### config.mk
export PLATFORM = sky130hd
export DESIGN_NAME = abs_window_stats
export DESIGN_NICKNAME = d
export VERILOG_FILES = /design/src/rtl/psk_pkg.sv /design/src/rtl/abs_lane.sv /design/src/rtl/abs_window_stats.sv
export SDC_FILE = /design/constraint.sdc
export NUM_CORES = 1
export LEC_CHECK = 0
export CORE_MARGIN = 2
export CORE_UTILIZATION = 32
export DETAILED_ROUTE_END_ITERATION = 7
export DONT_BUFFER_PORTS = 1
export GPL_TIMING_DRIVEN = 0
export RECOVER_POWER = 25
export SETUP_SLACK_MARGIN = 0.3
export SYNTH_ARGS = -nofsm -noshare
export SYNTH_HDL_FRONTEND = slang
export SYNTH_SLANG_ARGS = --single-unit
### constraint.sdc
create_clock -name clk -period 3.8 [get_ports clk]
set_input_delay 0.38 -clock clk [delete_from_list [all_inputs] [get_ports clk]]
set_output_delay 0.38 -clock clk [all_outputs]
set_load 0.02 [all_outputs]
### src/rtl/psk_pkg.sv
// Shared helpers for the PSK receiver datapath: lane slicing, log sizing and
// two's-complement magnitude limits.
package psk_pkg;

    function automatic int unsigned lane_lsb(input int unsigned lane, input int unsigned width);
        return lane * width;
    endfunction

    function automatic int unsigned ceil_log2(input int unsigned n);
        int unsigned r;
        r = 0;
        while ((64'd1 << r) < 64'(n)) begin
            r++;
        end
        return r;
    endfunction

    // MAG_MAX_SAT = 2^(w-1)-1, MOST_NEG = 2^(w-1)
    function automatic int unsigned mag_max_sat(input int unsigned width);
        return (32'd1 << (width - 1)) - 32'd1;
    endfunction

    function automatic int unsigned most_neg(input int unsigned width);
        return 32'd1 << (width - 1);
    endfunction

endpackage

### src/rtl/abs_lane.sv
// Single-lane registered absolute value with clock enable and valid; the
// output holds its last magnitude while no beat is accepted.
module abs_lane
    import psk_pkg::*;
#(
    parameter int unsigned WIDTH    = 16,
    parameter bit          SATURATE = 1'b1
) (
    input  logic             clk,
    input  logic             rst,
    input  logic             clk_enable,
    input  logic             vld,
    input  logic [WIDTH-1:0] in,
    output logic [WIDTH-1:0] abs_out,
    output logic             abs_vld
);

    localparam logic [WIDTH-1:0] MAG_MAX_SAT = WIDTH'(mag_max_sat(WIDTH));
    localparam logic [WIDTH-1:0] MOST_NEG    = WIDTH'(most_neg(WIDTH));

    logic [WIDTH-1:0] mag_d;
    logic [WIDTH-1:0] abs_q;
    logic             vld_q;

    always_comb begin
        mag_d = in;
        if (in[WIDTH-1]) begin
            mag_d = ~in + 1'b1;
            // Negating the most-negative value wraps to itself, which is the exact
            // unsigned magnitude; only the saturating variant needs to clamp.
            if (SATURATE && (in == MOST_NEG)) begin
                mag_d = MAG_MAX_SAT;
            end
        end
    end

    always_ff @(posedge clk) begin
        if (rst) begin
            abs_q <= '0;
            vld_q <= 1'b0;
        end else if (clk_enable) begin
            vld_q <= vld;
            if (vld) begin
                abs_q <= mag_d;
            end
        end
    end

    assign abs_out = abs_q;
    assign abs_vld = vld_q;

endmodule

### src/rtl/abs_window_stats.sv
// Multi-lane magnitude stage with per-lane windowed sum, mean and peak over
// 2^WIN_LOG2 accepted beats.
module abs_window_stats
    import psk_pkg::*;
#(
    parameter int unsigned WIDTH    = 16,
    parameter int unsigned CHANNELS = 2,
    parameter int unsigned WIN_LOG2 = 8,
    parameter bit          SATURATE = 1'b1
) (
    input  logic                               clk,
    input  logic                               rst,
    input  logic                               clk_enable,
    input  logic                               vld,
    input  logic                               clear,
    input  logic [CHANNELS*WIDTH-1:0]          in,
    output logic [CHANNELS*WIDTH-1:0]          abs_out,
    output logic                               abs_vld,
    output logic [CHANNELS*(WIDTH+WIN_LOG2)-1:0] sum_out,
    output logic [CHANNELS*WIDTH-1:0]          mean_out,
    output logic [CHANNELS*WIDTH-1:0]          peak_out,
    output logic                               win_done,
    output logic [WIN_LOG2-1:0]                win_cnt
);

    localparam int unsigned SW = WIDTH + WIN_LOG2;
    localparam logic [WIN_LOG2-1:0] LAST_BEAT = '1;

    logic [CHANNELS-1:0] lane_vld;
    logic [SW-1:0]       acc_q    [CHANNELS];
    logic [WIDTH-1:0]    peak_q   [CHANNELS];
    logic [SW-1:0]       sum_nxt  [CHANNELS];
    logic [WIDTH-1:0]    peak_nxt [CHANNELS];

    logic [CHANNELS*SW-1:0]    sum_q;
    logic [CHANNELS*WIDTH-1:0] mean_q;
    logic [CHANNELS*WIDTH-1:0] pk_q;
    logic                      done_q;
    logic [WIN_LOG2-1:0]       cnt_q;

    for (genvar k = 0; k < CHANNELS; k++) begin : g_lane
        localparam int unsigned LSB = lane_lsb(k, WIDTH);

        abs_lane #(
            .WIDTH    (WIDTH),
            .SATURATE (SATURATE)
        ) u_abs_lane (
            .clk        (clk),
            .rst        (rst),
            .clk_enable (clk_enable),
            .vld        (vld),
            .in         (in[LSB +: WIDTH]),
            .abs_out    (abs_out[LSB +: WIDTH]),
            .abs_vld    (lane_vld[k])
        );

        assign sum_nxt[k]  = acc_q[k] + {{WIN_LOG2{1'b0}}, abs_out[LSB +: WIDTH]};
        assign peak_nxt[k] = (abs_out[LSB +: WIDTH] > peak_q[k]) ? abs_out[LSB +: WIDTH]
                                                                  : peak_q[k];
    end

    // All lanes share one valid pipeline, so the AND is just a fan-in of equals.
    assign abs_vld = &lane_vld;

    always_ff @(posedge clk) begin
        if (rst) begin
            cnt_q  <= '0;
            done_q <= 1'b0;
            sum_q  <= '0;
            mean_q <= '0;
            pk_q   <= '0;
            for (int k = 0; k < CHANNELS; k++) begin
                acc_q[k]  <= '0;
                peak_q[k] <= '0;
            end
        end else if (clk_enable) begin
            done_q <= 1'b0;
            if (clear) begin
                cnt_q <= '0;
                for (int k = 0; k < CHANNELS; k++) begin
                    acc_q[k]  <= '0;
                    peak_q[k] <= '0;
                end
            end else if (abs_vld) begin
                cnt_q <= cnt_q + 1'b1;
                if (cnt_q == LAST_BEAT) begin
                    done_q <= 1'b1;
                    for (int k = 0; k < CHANNELS; k++) begin
                        sum_q[k*SW +: SW]     <= sum_nxt[k];
                        mean_q[k*WIDTH +: WIDTH] <= sum_nxt[k][WIN_LOG2 +: WIDTH];
                        pk_q[k*WIDTH +: WIDTH]   <= peak_nxt[k];
                        acc_q[k]  <= '0;
                        peak_q[k] <= '0;
                    end
                end else begin
                    for (int k = 0; k < CHANNELS; k++) begin
                        acc_q[k]  <= sum_nxt[k];
                        peak_q[k] <= peak_nxt[k];
                    end
                end
            end
        end
    end

    assign sum_out  = sum_q;
    assign mean_out = mean_q;
    assign peak_out = pk_q;
    assign win_done = done_q;
    assign win_cnt  = cnt_q;

endmodule

==> run metrics <==
IO Port Bufs=0; initial antenna violation count=0; Vias=8655; FP Rows=67; FFs w/ async S/R, synth=0; total power=5.348 mW; worst path bufs/invs=2; Worst Hold Class=input port to register; Worst Skew=0.01467 ns; crit start category=register; wire length per cell=19.77 µm; CTS tree=done; sequential fraction of the synthesis area=0.4458; setup_tns=0 ns; peak supply drop=273.8 µV; post-route ant nets=0; 1st-pass router iterations=5; ratio of cells with drive above 1 in the final layout=0.08013; Unique masters post-synth=62; Layout Nets=1286; total track usage=0.1783; Post-Syn Instances=1153; biggest area consumer among synthesized cells=dfxtp_1; CTS Sinks=202; CP delay by family, top=simple AND/OR/NAND/NOR gates; Die W=188.3 µm; EDFF count, synth=80; delay of the slowest critical-path stage=0.56 ns; Worst EP arrival=3.66 ns; core area=33450 µm²; Post-synth top flop=dfxtp_1; Worst path slowest cell=dfxtp_1; Area contributors post-synth=dfxtp_1, edfxtp_1, ha_1, nor2_1, a211oi_1; # fillers=3444; H-tree levels=1; actual slew at the worst max-slew pin=0.8153 ns; largest net degree at the start of global routing=42; part of the cycle the worst path needs=0.8474; Vias/cell=5.258; CP Max Fanout=10; DP HPWL=24620 µm; DP Area=11460 µm²; first-pass GRT wire length=49500 µm; Antenna Cells=0; RSZ-0062 raised after global routing=false; Avg Inst Size Synth=9.425 µm²; max frequency=0.3105 GHz; final setup margin=0.5798 ns; most common cell after layout, fill and taps aside=nor2_1; pre-CTS setup slack=0.1421 ns; Final Hold Vio Count=0; Worst Path Required=4.24 ns; area delta synth->final=12.87%; CP Capture Type=register; Post-CTS Setup Inserts=0; PwrDens=436.0 nW/µm²; IO Count=191; CTS max path bufs=3; Die Y-Extent=188.3 µm; post-synth top area share=0.2248; # DRC=0; Iter 0 DRT Violations=526; relative slew slack=0.4478; RePlAce Congestion=0.9114; final instance area=12270 µm²; maxcap violations=0; Pleak=4.807 nW; Num CTS Buffers=24; status=finished, final reports clean; Seq cells post-synth=202; fin. max-slew vios=0; clock-pin transition on the worst setup and hold timing paths=0.06 ns; kind of critical path=register to register; Yosys warning count=0; # setup viols final=0; vias in the first global route=8303; initial core utilization=0.3249; syn nets=1259; mapped cell area=10870 µm²; final wirelength=32540 µm; minimum clock period=3.220 ns; total grt overflow=0; clk root buf=clkbuf_16; most frequent cells in the layout=nor2_1, dfxtp_1, nand2_1, a211oi_1, edfxtp_1; crit path cell chain=ha_1, and3_1, nand3_1, nor2_2, clkbuf_2, clkbuf_1, nand2_1, a21oi_1; latest clock arrival within the worst-skew pair=0.52 ns; Die Area=35450 µm²
[flip-flops by register name, summed over array words and instances (netlist names)]
| signal | flops |
|---|---|
| peak_q | 32 |
| acc_q | 48 |
| sum_out | 47 |
| g_lane.u_abs_lane.abs_out | 32 |
| win_done | 1 |
| g_lane.u_abs_lane.abs_vld | 1 |
| mean_out | 1 |
| win_cnt | 8 |
| peak_out | 32 |
[cell families (layout without fill, tap and decap cells)]
kind of cell	count (synthesis)	count (layout)	share of synthesized area
buf+inv	135	180	0.05941
fa+ha+maj	69	69	0.08083
xor+xnor	64	64	0.05158
mux	33	33	0.03040
flops	202	202	0.4458
compound gates	269	269	0.1674
simple gates	381	381	0.1645
[cell usage after synthesis (all sizes together), types with 8 or more instances]
cell type,count
nor2,169
dfxtp,122
nand2,89
a211oi,82
edfxtp,80
a21oi,75
ha,67
clkbuf,49
inv,47
buf,39
xor2,38
mux2i,33
o21ai,33
and3,27
xnor2,26
a21o,16
nand4,13
or4,13
nand3,12
o31ai,9
o211ai,8
[worst min-delay path: stages]
cell and delay (ns):
inv_1 0.04, nand2_1 0.06, a21oi_1 0.05
[what timing repair did]
item                                    4_1_cts  5_1_grt
resized for setup                             1        2
endpoints found under the setup margin       49       50
hold buffers                                  0        0
[layer usage]
metal  up-vias  global-route usage  part of all wire
met2       270              0.2917              0.45
met3        47             0.05178             0.083
met5         -                   0                 0
met1      4135              0.2287              0.44
met4         0             0.05027             0.028
li1       4203                   -                 -
[cell type report]
type                    instances  area, µm²  area share
plain buffers                  88      470.5     0.03836
clock buffers                  29      671.9     0.05478
clock inverters                15      132.6     0.01081
inverters                      47      178.9     0.01459
multi-input cells             816       5379      0.4385
flip-flops and latches        202       4845      0.3950
well taps                     448      560.5     0.04570
repair buffers                  1      27.53    0.002244
[power breakdown]
group / internal, mW / switching [mW] / total, mW
clock network: 1.40 / 0.949 / 2.35
logic: 0.222 / 0.347 / 0.570
registers: 2.32 / 0.110 / 2.43
total: 3.94 / 1.41 / 5.35
[path summary, 6_finish.rpt]
path | cells after the start | slack, ns | startpoint | endpoint
worst max-delay path | 8 | 0.58 | win_cnt[0]$_SDFFE_PP0P_ | sum_out[38]$_SDFFE_PP0P_
worst min-delay path | 3 | 0.07 | clk_enable | win_done$_SDFFE_PP0P_
worst max register to register | 8 | 0.58 | win_cnt[0]$_SDFFE_PP0P_ | sum_out[38]$_SDFFE_PP0P_
worst min register to register | 2 | 0.56 | sum_out[30]$_SDFFE_PP0P_ | sum_out[30]$_SDFFE_PP0P_
[per-stage QoR]
| step | hold slack (ns) | util | instances |
|---|---|---|---|
| final | 0.06719 | 0.3667 | 1646 |
| after CTS | 0.04674 | 0.3667 | 1646 |
| after floorplan | 0.5345 | - | 1153 |
| after global routing | 0.07057 | 0.3667 | 1646 |
| after global placement | 0.5626 | 0.3416 | 1601 |
| after detailed placement | 0.5642 | 0.3425 | 1602 |
Note: power is estimated with default switching activity, not from simulation.
